### src/rtl/video_adapter_pkg.sv
// Shared types and helpers for the board video output adapter.
package video_adapter_pkg;

    typedef enum logic [1:0] {
        TRUNC    = 2'd0,
        SPATIAL  = 2'd1,
        TEMPORAL = 2'd2
    } dither_mode_t;

    // 2x2 ordered-dither matrix, indexed by {yph, xph}.
    localparam logic [1:0] BAYER2 [4] = '{2'd0, 2'd2, 2'd3, 2'd1};

    // Scales a 2-bit Bayer entry to the LSB span being discarded (d = dropped bits).
    function automatic int unsigned bayer_threshold(input logic [1:0] b, input int d);
        if (d >= 2) return 32'(b) << (d - 2);
        else        return 32'(b) >> (2 - d);
    endfunction

endpackage

### src/rtl/video_dither_channel.sv
// One colour channel: add threshold, saturate, keep the top OUT_BITS, blank outside active video.
module video_dither_channel
    import video_adapter_pkg::*;
#(
    parameter int IN_BITS  = 8,
    parameter int OUT_BITS = 6
) (
    input  logic                clk,
    input  logic                reset,
    input  logic                pix_ce,
    input  logic [IN_BITS-1:0]  pix,
    input  logic [IN_BITS-1:0]  thr,
    input  logic                de,
    output logic [OUT_BITS-1:0] out
);

    logic [IN_BITS:0] sum;

    // NOTE: state is written with <= only, so stage2 reads the sum stage1 held before this edge.
    always_ff @(posedge clk) begin
        if (reset) begin
            sum <= '0;
            out <= '0;
        end else if (pix_ce) begin
            sum <= {1'b0, pix} + {1'b0, thr};
            if (!de)
                out <= '0;
            else if (sum[IN_BITS])
                out <= '1;
            else
                out <= sum[IN_BITS-1 -: OUT_BITS];
        end
    end

endmodule

### src/rtl/video_output_adapter.sv
// Board video output stage: colour depth reduction with optional ordered dither,
// two-stage pixel pipeline with syncs kept aligned and runtime sync polarity.
module video_output_adapter
    import video_adapter_pkg::*;
#(
    parameter int IN_BITS     = 8,
    parameter int OUT_BITS    = 6,
    parameter int DITHER_MODE = 2
) (
    input  logic                clk,
    input  logic                reset,
    input  logic                pix_ce,
    input  logic [IN_BITS-1:0]  in_r,
    input  logic [IN_BITS-1:0]  in_g,
    input  logic [IN_BITS-1:0]  in_b,
    input  logic                in_hs,
    input  logic                in_vs,
    input  logic                in_de,
    input  logic                invert_hs,
    input  logic                invert_vs,
    output logic [OUT_BITS-1:0] out_r,
    output logic [OUT_BITS-1:0] out_g,
    output logic [OUT_BITS-1:0] out_b,
    output logic                out_hs,
    output logic                out_vs,
    output logic                out_de
);

    localparam int           D    = IN_BITS - OUT_BITS;
    localparam dither_mode_t MODE = dither_mode_t'(DITHER_MODE);

    if (OUT_BITS > IN_BITS || OUT_BITS < 1) begin : g_bad_width
        $error("video_output_adapter: OUT_BITS must be in 1..IN_BITS");
    end
    if (DITHER_MODE < 0 || DITHER_MODE > 2) begin : g_bad_mode
        $error("video_output_adapter: DITHER_MODE must be 0, 1 or 2");
    end

    logic               hs_prev, vs_prev;
    logic               hs_rise, vs_rise;
    logic               xph, yph;
    logic [1:0]         frame;
    logic               hs_d1, vs_d1, de_d1;
    logic [1:0]         idx;
    logic [IN_BITS-1:0] thr;

    assign hs_rise = in_hs & ~hs_prev;
    assign vs_rise = in_vs & ~vs_prev;

    // NOTE: every always_comb output gets a default first so no latch can be inferred.
    always_comb begin
        idx = {yph, xph};
        if (MODE == TEMPORAL)
            idx = idx ^ frame;
        thr = '0;
        if (MODE != TRUNC)
            thr = IN_BITS'(bayer_threshold(BAYER2[idx], D));
    end

    always_ff @(posedge clk) begin
        if (reset) begin
            hs_prev <= 1'b0;
            vs_prev <= 1'b0;
            xph     <= 1'b0;
            yph     <= 1'b0;
            frame   <= '0;
            hs_d1   <= 1'b0;
            vs_d1   <= 1'b0;
            de_d1   <= 1'b0;
            out_hs  <= 1'b0;
            out_vs  <= 1'b0;
            out_de  <= 1'b0;
        end else if (pix_ce) begin
            hs_prev <= in_hs;
            vs_prev <= in_vs;

            if (hs_rise)    xph <= 1'b0;
            else if (in_de) xph <= ~xph;

            // vsync wins when both syncs rise on the same pixel.
            if (vs_rise)      yph <= 1'b0;
            else if (hs_rise) yph <= ~yph;

            if (vs_rise) frame <= frame + 2'd1;

            hs_d1  <= in_hs;
            vs_d1  <= in_vs;
            de_d1  <= in_de;
            out_hs <= hs_d1 ^ invert_hs;
            out_vs <= vs_d1 ^ invert_vs;
            out_de <= de_d1;
        end
    end

    video_dither_channel #(.IN_BITS(IN_BITS), .OUT_BITS(OUT_BITS)) u_ch_r (
        .clk(clk), .reset(reset), .pix_ce(pix_ce), .pix(in_r), .thr(thr), .de(de_d1), .out(out_r)
    );
    video_dither_channel #(.IN_BITS(IN_BITS), .OUT_BITS(OUT_BITS)) u_ch_g (
        .clk(clk), .reset(reset), .pix_ce(pix_ce), .pix(in_g), .thr(thr), .de(de_d1), .out(out_g)
    );
    video_dither_channel #(.IN_BITS(IN_BITS), .OUT_BITS(OUT_BITS)) u_ch_b (
        .clk(clk), .reset(reset), .pix_ce(pix_ce), .pix(in_b), .thr(thr), .de(de_d1), .out(out_b)
    );

endmodule

### config.mk
export PLATFORM = sky130hd
export DESIGN_NAME = video_output_adapter
export DESIGN_NICKNAME = d
export VERILOG_FILES = /design/src/rtl/video_adapter_pkg.sv /design/src/rtl/video_dither_channel.sv /design/src/rtl/video_output_adapter.sv
export SDC_FILE = /design/constraint.sdc
export NUM_CORES = 1
export LEC_CHECK = 0
export ABC_AREA = 1
export ABC_CLOCK_PERIOD_IN_PS = 2000
export CAP_MARGIN = 10
export CELL_PAD_IN_SITES_DETAIL_PLACEMENT = 1
export CELL_PAD_IN_SITES_GLOBAL_PLACEMENT = 2
export CORE_ASPECT_RATIO = 1.5
export CORE_MARGIN = 3
export CORE_UTILIZATION = 28
export CTS_CLUSTER_DIAMETER = 50
export DETAILED_ROUTE_END_ITERATION = 6
export MAX_ROUTING_LAYER = met4
export PLACE_DENSITY = 0.82
export SLEW_MARGIN = 30
export SYNTH_ARGS = -nofsm -noshare
export SYNTH_HDL_FRONTEND = slang
export SYNTH_HIERARCHICAL = 1
export SYNTH_SLANG_ARGS = --single-unit
### constraint.sdc
create_clock -name clk -period 2 [get_ports clk]
set_input_delay 0.5 -clock clk [delete_from_list [all_inputs] [get_ports clk]]
set_output_delay 0.5 -clock clk [all_outputs]
set_load 0.01 [all_outputs]
* Yosys cells after proc, flatten, opt, wreduce, memory -nomap -nowiden
Index checks and enable logic that the tools add are counted.
** Storage, ports and cells
- Flip-flop bits (word level) :: 55
- Bits of input ports :: 32
- Output and inout port bits :: 21
- Logic and storage cells :: 48
** Cells by class
- Add/sub/neg operators :: 4
- Order comparisons :: 1
- Mux-type cells :: 13
- Bitwise logic cells :: 10
- Reductions and logical operators :: 5
** Operator list (number)
- $mux 6 :: 6
- $add 8x2->9 :: 3
- $reduce_and 2->1 :: 3
- $bmux 2 s2 :: 1
- $mux 1 :: 4
- $mux 2 :: 2
- $not 1->1 :: 4
- $reduce_bool 2->1 :: 2
- $ge 3x3->1 const B :: 1
- $not 2->3 :: 1
- $add 2x1->2 const B :: 1
- $and 1x1->1 :: 2
- $xor 1x1->1 :: 2
- $xor 2x2->2 :: 1

* Logic depth before layout (Yosys ltp)
Gate-level depths: netlist (run 1).
- Depth after elaboration :: 6
- Mapped depth :: 15
- Mapped depth without buffers :: 15

* Hierarchy
The synthesis (run 1) kept the hierarchy.
** By module, submodules not included
- video_dither_channel :: times used 3, cells an instance 135, area an instance 857.1 um^2, sequential area each 260.2 um^2
- video_output_adapter :: times used 1, cells an instance 71, area an instance 491.7 um^2, sequential area each 200.2 um^2

* Worst setup path before layout (run 1)
Ideal clock, no wire load.
- Path kind :: reg2reg
- Start :: register frame[1]
- End :: register u_ch_b.sum[3]
- Setup time :: 115 ps
- Arrival :: 1579 ps
- Data required time :: 1885 ps
- Path slack :: 306 ps
- Stages on the path, launching flop included :: 13
- Path buffers :: 0
- Clock period less this slack :: 1694 ps
- Cell sequence :: dfxtp_1 > inv_1 > nand2_1 > nand2_1 > xnor2_1 > ha_1 > nand2_1 > inv_1 > nand2_1 > nand2_2 > xor2_1 > o21ai_0 > inv_1
** Between the ends
- Longest elaborated chain between the ends :: 6
** RTL lines
- start: declaration :: line video_output_adapter.sv:42 : logic [1:0] frame;
- start signal: assignment :: line video_output_adapter.sv:84 : if (vs_rise) frame <= frame + 2'd1;
- $xor 2x2->2 :: line video_output_adapter.sv:54 : idx = idx ^ frame;
- via idx[1] :: line video_output_adapter.sv:44 : logic [1:0] idx;
- $not 2->3 (implied by the code) :: line video_output_adapter.sv:57 : thr = IN_BITS'(bayer_threshold(BAYER2[idx], D));
- $bmux 2 s2 :: line video_output_adapter.sv:57
- $mux 2 (implied by the code) (2 in a row) :: line video_output_adapter.sv:57
- via thr[1] :: line video_output_adapter.sv:45 : logic [IN_BITS-1:0] thr;
- $add 8x2->9 :: line video_dither_channel.sv:25 : sum <= {1'b0, pix} + {1'b0, thr};
- end signal: assignment :: line video_dither_channel.sv:25
- end: declaration :: line video_dither_channel.sv:17 : logic [IN_BITS:0] sum;
The timed path passes the listed nets, and every way through them passes these cells. The select of a mux whose other input is x is not followed.
A chain may end at the register's enable or synchronous reset.

* Worst setup path after layout (run 1)
- Start :: register frame[1]
- End :: register u_ch_g.sum[7]
** Between the ends
- Longest elaborated chain between the ends :: 6
** RTL lines (line)
- $xor 2x2->2 :: video_output_adapter.sv:54
- via idx[1] :: video_output_adapter.sv:44
- $not 2->3 (implied by the code) :: video_output_adapter.sv:57
- $bmux 2 s2 :: video_output_adapter.sv:57
- $mux 2 (implied by the code) (2 in a row) :: video_output_adapter.sv:57
- via thr[1] :: video_output_adapter.sv:45
- $add 8x2->9 :: video_dither_channel.sv:25
- end signal: assignment :: video_dither_channel.sv:25
- end: declaration :: video_dither_channel.sv:17
The timed path passes the listed nets, and every way through them passes these cells. The select of a mux whose other input is x is not followed.

==> impl_metrics.ini, run 1 <==
[run_status]
status = complete, no violations

[logic_synthesis]
syn_area_per_cell_um2 = 6.43
synthFlopType = dfxtp_1
syn_inst = 476
synth-seq-area-share = 0.320
ys_seq_elements = 49
synth_enable_flop_cells = 0
synth_area_mm2 = 0.00306
synth_most_common_cell = nand2_1
synth_top_cell_by_area = dfxtp_1
ys_warn_count = 6
synth_area_leaders = dfxtp_1 32%, nand2_1 16%, inv_1 10%
yosysUniqueCellTypes = 23
synth.top_cell.area_share = 0.320
async_flop_share = 0
yosys-top-cells-count = 128 x nand2_1, 82 x inv_1, 52 x nor2_1

[timing]
rsz0062_at_grt = true
holdWs_ps = 467
final-setup-viol-count = 0
fmax_mhz = 541
min_period_ps = 1850
fin_skew_ps = 7.96
finalMaxSlewViolations = 0
worst_slack_ps = 151
final_hold_viol_count = 0
fin_crit_sh = 0.925

[cts]
cts_root_buf = clkbuf_16
clock_latency_ps = 290
cts_made_buffers = 5
cts.clk_slew.worst_paths_ps = 70
post_cts_buffers = 0
post_cts_resized = 0
clk_path_buf_depth = 2
htreeDepth = 2
ctsHoldBuffers = 0
cts_tree = yes
cts_sinks = 49

[final_layout]
fin_util = 0.382
diodes = 0
nets = 610
syn2layout_area_growth_pct = 32.8
n_fill_cell = 1391
drive_gt1_frac = 0.0896

[worst_setup_path]
crit_end = u_ch_g/sum[7]
crit_path_end_kind = register
cp_common_cell = nand2_1
arrival_ps = 2030
reg2regPathDepth = 16
cp.required_ps = 2180
r2r_end = u_ch_g/sum[7]
crit_start = frame[1]
cp_slowest_cell = dfxtp_2
path_class = reg -> reg
path_max_fanout = 4
worstPathCellList = inv_1, nand2_1, nand2_2, xnor2_1, buf_4, ha_1, nand2_1, inv_1, nand2_1, nand2_2, nand2_2, nand2_1, nand2_1, nand3_1, nand2_1, inv_1
timing.rr.start = frame[1]
reg2reg_slack_ps = 150
startpoint_type = register
max_stage_delay_ps = 350

[floorplanning]
die_y_um = 134
io_pins = 53
chipWidth_um = 91.4
floorplan.rows = 46
die-area_mm2 = 0.0123
fp.coreArea_mm2 = 0.0106
initial_core_util = 0.288

[drt]
detail_route.wl_per_cell_um = 11.3
drc = 0
top_layer = met4
drt-total-wl_um = 7950
wl_met3_um = 231
wl_met1_um = 3350
drtIter0Drc = 68
viasPerCell = 4.33
met2WireLength_um = 4210
vias = 3043
drt_first_pass_iters = 4
ant_nets = 0

[pwr]
p_int_mw = 1.81
switchingPower_uw = 794
clkPwrFrac = 0.318
ir_drop_uv = 302
p_per_area_mw_per_mm2 = 641
pwr-share-comb = 0.269
swShare = 0.305
p_seq_frac = 0.413
p_leak_nw = 2.05

[grt]
grt_pass1_wl_um = 13600
globalRoute.totalOverflow = 0
grt_start_max_net_pins = 30
antenna_found_initial = 0
grt.total_usage = 0.137
grt_pass1_vias = 3152

[placed_design]
gp_congestion = 0.787
dp_hpwl_um = 6520
io_buffers = 52
preCtsSetupSlack_ps = -31.5

[run]
max_cap_violations = 0

[hold_path]
hold_path.class = reg -> reg
-- worst min-delay path by stage --
stage | slack (ps) | end | depth (start not counted) | start
global route | 480 | u_ch_b/out[4] | 2 | u_ch_b/out[4]
finish | 470 | u_ch_g/out[2] | 2 | u_ch_g/out[2]
detailed placement | 460 | u_ch_b/out[4] | 2 | u_ch_b/out[4]
CTS | 470 | u_ch_b/out[4] | 2 | u_ch_b/out[4]
floorplan | 460 | hs_d1 | 2 | hs_d1
global placement | 450 | u_ch_g/out[4] | 2 | u_ch_g/out[4]
-- power groups by stage --
stage	Combinational [mW]	Clock (mW)	Sequential (mW)
final	0.701	0.829	1.08
after global routing	0.809	0.893	1.09
after CTS	0.687	0.857	1.08
after detailed placement	0.684	0	1.10
after global placement	0.667	0	1.10
after floorplan	0.455	0	1.09
-- layout by cell type, fill, tap and decap left out, drive strengths merged --
| master | count |
|---|---|
| a21oi | 42 |
| buf | 13 |
| clkbuf | 6 |
| clkdlybuf4s50 | 51 |
| clkinvlp | 2 |
| conb | 18 |
| dfxtp | 49 |
| ha | 21 |
| inv | 85 |
| nand2 | 138 |
| nand3 | 24 |
| nor2 | 55 |
| o21ai | 40 |
| o21bai | 3 |
| or2 | 1 |
| xnor2 | 2 |
| xor2 | 8 |
-- per-stage QoR --
step / cells / cell area (µm²) / power, mW / TNS (ps)
after floorplan: 493 / 3130 / 1.55 / 0
after global placement: 694 / 3890 / 1.76 / 0
after detailed placement: 694 / 3890 / 1.78 / -34.6
after CTS: 702 / 4040 / 2.62 / 0
after global routing: 702 / 4070 / 2.79 / -108
final: 702 / 4070 / 2.61 / 0
-- area by class of cell --
class | instances | area [µm²] | area share
Timing Repair Buffer | 64 | 631 | 0.155
Sequential cell | 49 | 983 | 0.242
Clock inverter | 2 | 15.0 | 0.00369
Clock buffer | 6 | 129 | 0.0317
Inverter | 85 | 319 | 0.0784
Tap cell | 144 | 180 | 0.0443
Multi-Input combinational cell | 352 | 1810 | 0.445
-- kinds of logic after synthesis --
kind of cell | after synthesis | share of synthesized area
compound gates | 85 | 0.154
xor+xnor | 10 | 0.0286
fa+ha+maj | 21 | 0.0858
buf+inv | 92 | 0.119
flops | 49 | 0.320
other cells | 1 | 0.00122
simple gates | 218 | 0.292
-- sequential cells by signal, summed over array words and instances, names as in the netlist --
register,cells
de_d1,1
frame,2
hs_d1,1
out_de,1
out_hs,1
out_vs,1
u_ch_b/out,6
u_ch_b/sum,7
u_ch_g/out,6
u_ch_g/sum,7
u_ch_r/out,6
u_ch_r/sum,7
vs_d1,1
xph,1
yph,1
-- metal layers --
metal | global-route usage | vias to the layer above
li1 | - | 1616
met1 | 0.145 | 1367
met2 | 0.256 | 49
met3 | 0.0185 | 11
met4 | 0.0495 | 0
met5 | - | -
-- critical path, delay by kind of cell, from the launching register on --
| family | cells | cell delay, ps |
|---|---|---|
| adders and majority gates | 1 | 310 |
| DFF | 1 | 350 |
| buffers and inverters | 4 | 290 |
| xor gates and xnor gates | 1 | 130 |
| and+or+nand+nor | 10 | 660 |
No activity file was read; power rests on OpenSTA's default activity.
==> run 2, diff against run 1 <==
--- a/config.mk
+++ b/config.mk
@@ -15,6 +15,7 @@
 export CORE_UTILIZATION = 28
 export CTS_CLUSTER_DIAMETER = 50
 export DETAILED_ROUTE_END_ITERATION = 6
+export GPL_ROUTABILITY_DRIVEN = 0
 export MAX_ROUTING_LAYER = met4
 export PLACE_DENSITY = 0.82
 export SLEW_MARGIN = 30
==> results of run 2 <==
Final layout, timing and power as in run 1 (identical DEF).
==> variant, RTL diff (flow settings as in run 1) <==
Make the reset (`reset`) asynchronous in 2 clocked blocks.
--- a/src/rtl/video_dither_channel.sv
+++ b/src/rtl/video_dither_channel.sv
@@ -18,5 +18,5 @@
 
     // NOTE: state is written with <= only, so stage2 reads the sum stage1 held before this edge.
-    always_ff @(posedge clk) begin
+    always_ff @(posedge clk or posedge reset) begin
         if (reset) begin
             sum <= '0;
--- a/src/rtl/video_output_adapter.sv
+++ b/src/rtl/video_output_adapter.sv
@@ -58,5 +58,5 @@
     end
 
-    always_ff @(posedge clk) begin
+    always_ff @(posedge clk or posedge reset) begin
         if (reset) begin
             hs_prev <= 1'b0;
Function: differs if reset is asserted again (counterexample within 4 cycles, from zero or initial values and one cycle with reset high); with reset held inactive, the same outputs for 10 cycles.
==> variant against run 1 <==
Fmax rose by 2.4%; wire length decreased by 4.6%; final area fell by 0.58%; total power increased by 32%; first-iteration DRC count grew 10%; synthesized area increased by 0.41%; sequential cell count is the same; worst setup slack better by 44 ps.
==> variant: results (changes against run 1) <==
| Metric | Value |
|---|---|
| Pint | `0.00225 W (+24%)` |
| Place WS | `10.5 ps (+42.0 ps)` |
| Met3 wire length | `210 um (-9.1%)` |
| Signal buf overhead | `14.9% (-0.65 points)` |
| Fill cells | `1324 (-4.8%)` |
| Vias | `2890 (-5.0%)` |
| First DRT Iteration DRCs | `75 (+10%)` |
| Met3 Track Usage GR | `1.91% (+0.056 points)` |
| Hold path endpoint | `u_ch_g/out[3]` |
| Crit path largest cell delay | `390 ps (+40 ps)` |
| FF-to-FF End | `u_ch_b/sum[6]` |
| Multi-In Gates | `329 (-6.5%)` |
| Area fraction in compound gates after synthesis | `10.6% (-4.8 points)` |
| Placed inst area | `3870 um2 (-0.55%)` |
| Dpl cells | `643 (-7.3%)` |
| Post-Syn Instances | `428 (-10%)` |
| Post-synth ARST share | `100% (+100 points)` |
| FF-to-FF setup slack | `190 ps (+40 ps)` |
| Global-route wire length before repair | `13000 um (-4.5%)` |
| R2R depth | `13 (-3)` |
| Met1 WL | `3190 um (-4.8%)` |
| Total GRT Usage | `13.4% (-0.26 points)` |
| Worst hold slack | `478 ps (+10.9 ps)` |
| Area delta synth->final | `31.5%` |
| Sequential-to-total area share from yosys stat | `39.9% (+7.8 points)` |
| Non-CTS buffers | `61 (-4.7%)` |
| Met1 Track Usage GR | `15.0% (+0.48 points)` |
| Detail Placement HPWL | `6270 um (-3.7%)` |
| Gp weighted congestion | `0.739 (-6.1%)` |
| Fin util | `38.0% (-0.22 points)` |
| Critical R2R Launch | `frame[0]` |
| Adder-cell area share of the yosys netlist | `8.54% (-0.035 points)` |
| Data arrival, critical path | `1990 ps (-40 ps)` |
| Register area | `1230 um2 (+25%)` |
| Synth area leaders | `dfrtp_1 40%, nand2_1 20%, ha_1 8.5%` |
| XOR/XNOR Fraction of Synth Area | `1.14% (-1.7 points)` |
| Status | `finished clean` |
| Layout Nets | `562 (-7.9%)` |
| Worst vdd ir | `0.000331 V (+9.5%)` |
| Fraction of area in multi-input gates | `41.3% (-3.2 points)` |
| FFs & Latches | `49 (unchanged)` |
| Slowest cell on the critical path | `dfrtp_1` |
==> variant: power by group through the flow <==
stage | registers, W | logic [W] | clock network [W]
6_report | 0.00132 | 0.00134 | 0.000787
5_1_grt | 0.00134 | 0.00156 | 0.000845
4_1_cts | 0.00132 | 0.00129 | 0.000820
3_5_place_dp | 0.00134 | 0.00128 | 0
3_3_place_gp | 0.00133 | 0.00125 | 0
2_1_floorplan | 0.00133 | 0.000847 | 0
==> variant: worst max path at each step <==
| stage | from | to | slack, ps | cells after the start |
|---|---|---|---|---|
| 6_report | frame[0] | u_ch_b/sum[6] | 190 | 13 |
| 5_1_grt | frame[0] | u_ch_b/sum[6] | -20 | 13 |
| 4_1_cts | frame[1] | u_ch_r/sum[6] | 90 | 13 |
| 3_5_place_dp | in_g[1] | u_ch_g/sum[6] | 10 | 9 |
| 3_3_place_gp | in_g[1] | u_ch_g/sum[6] | 20 | 9 |
| 2_1_floorplan | yph | u_ch_b/sum[6] | 400 | 12 |
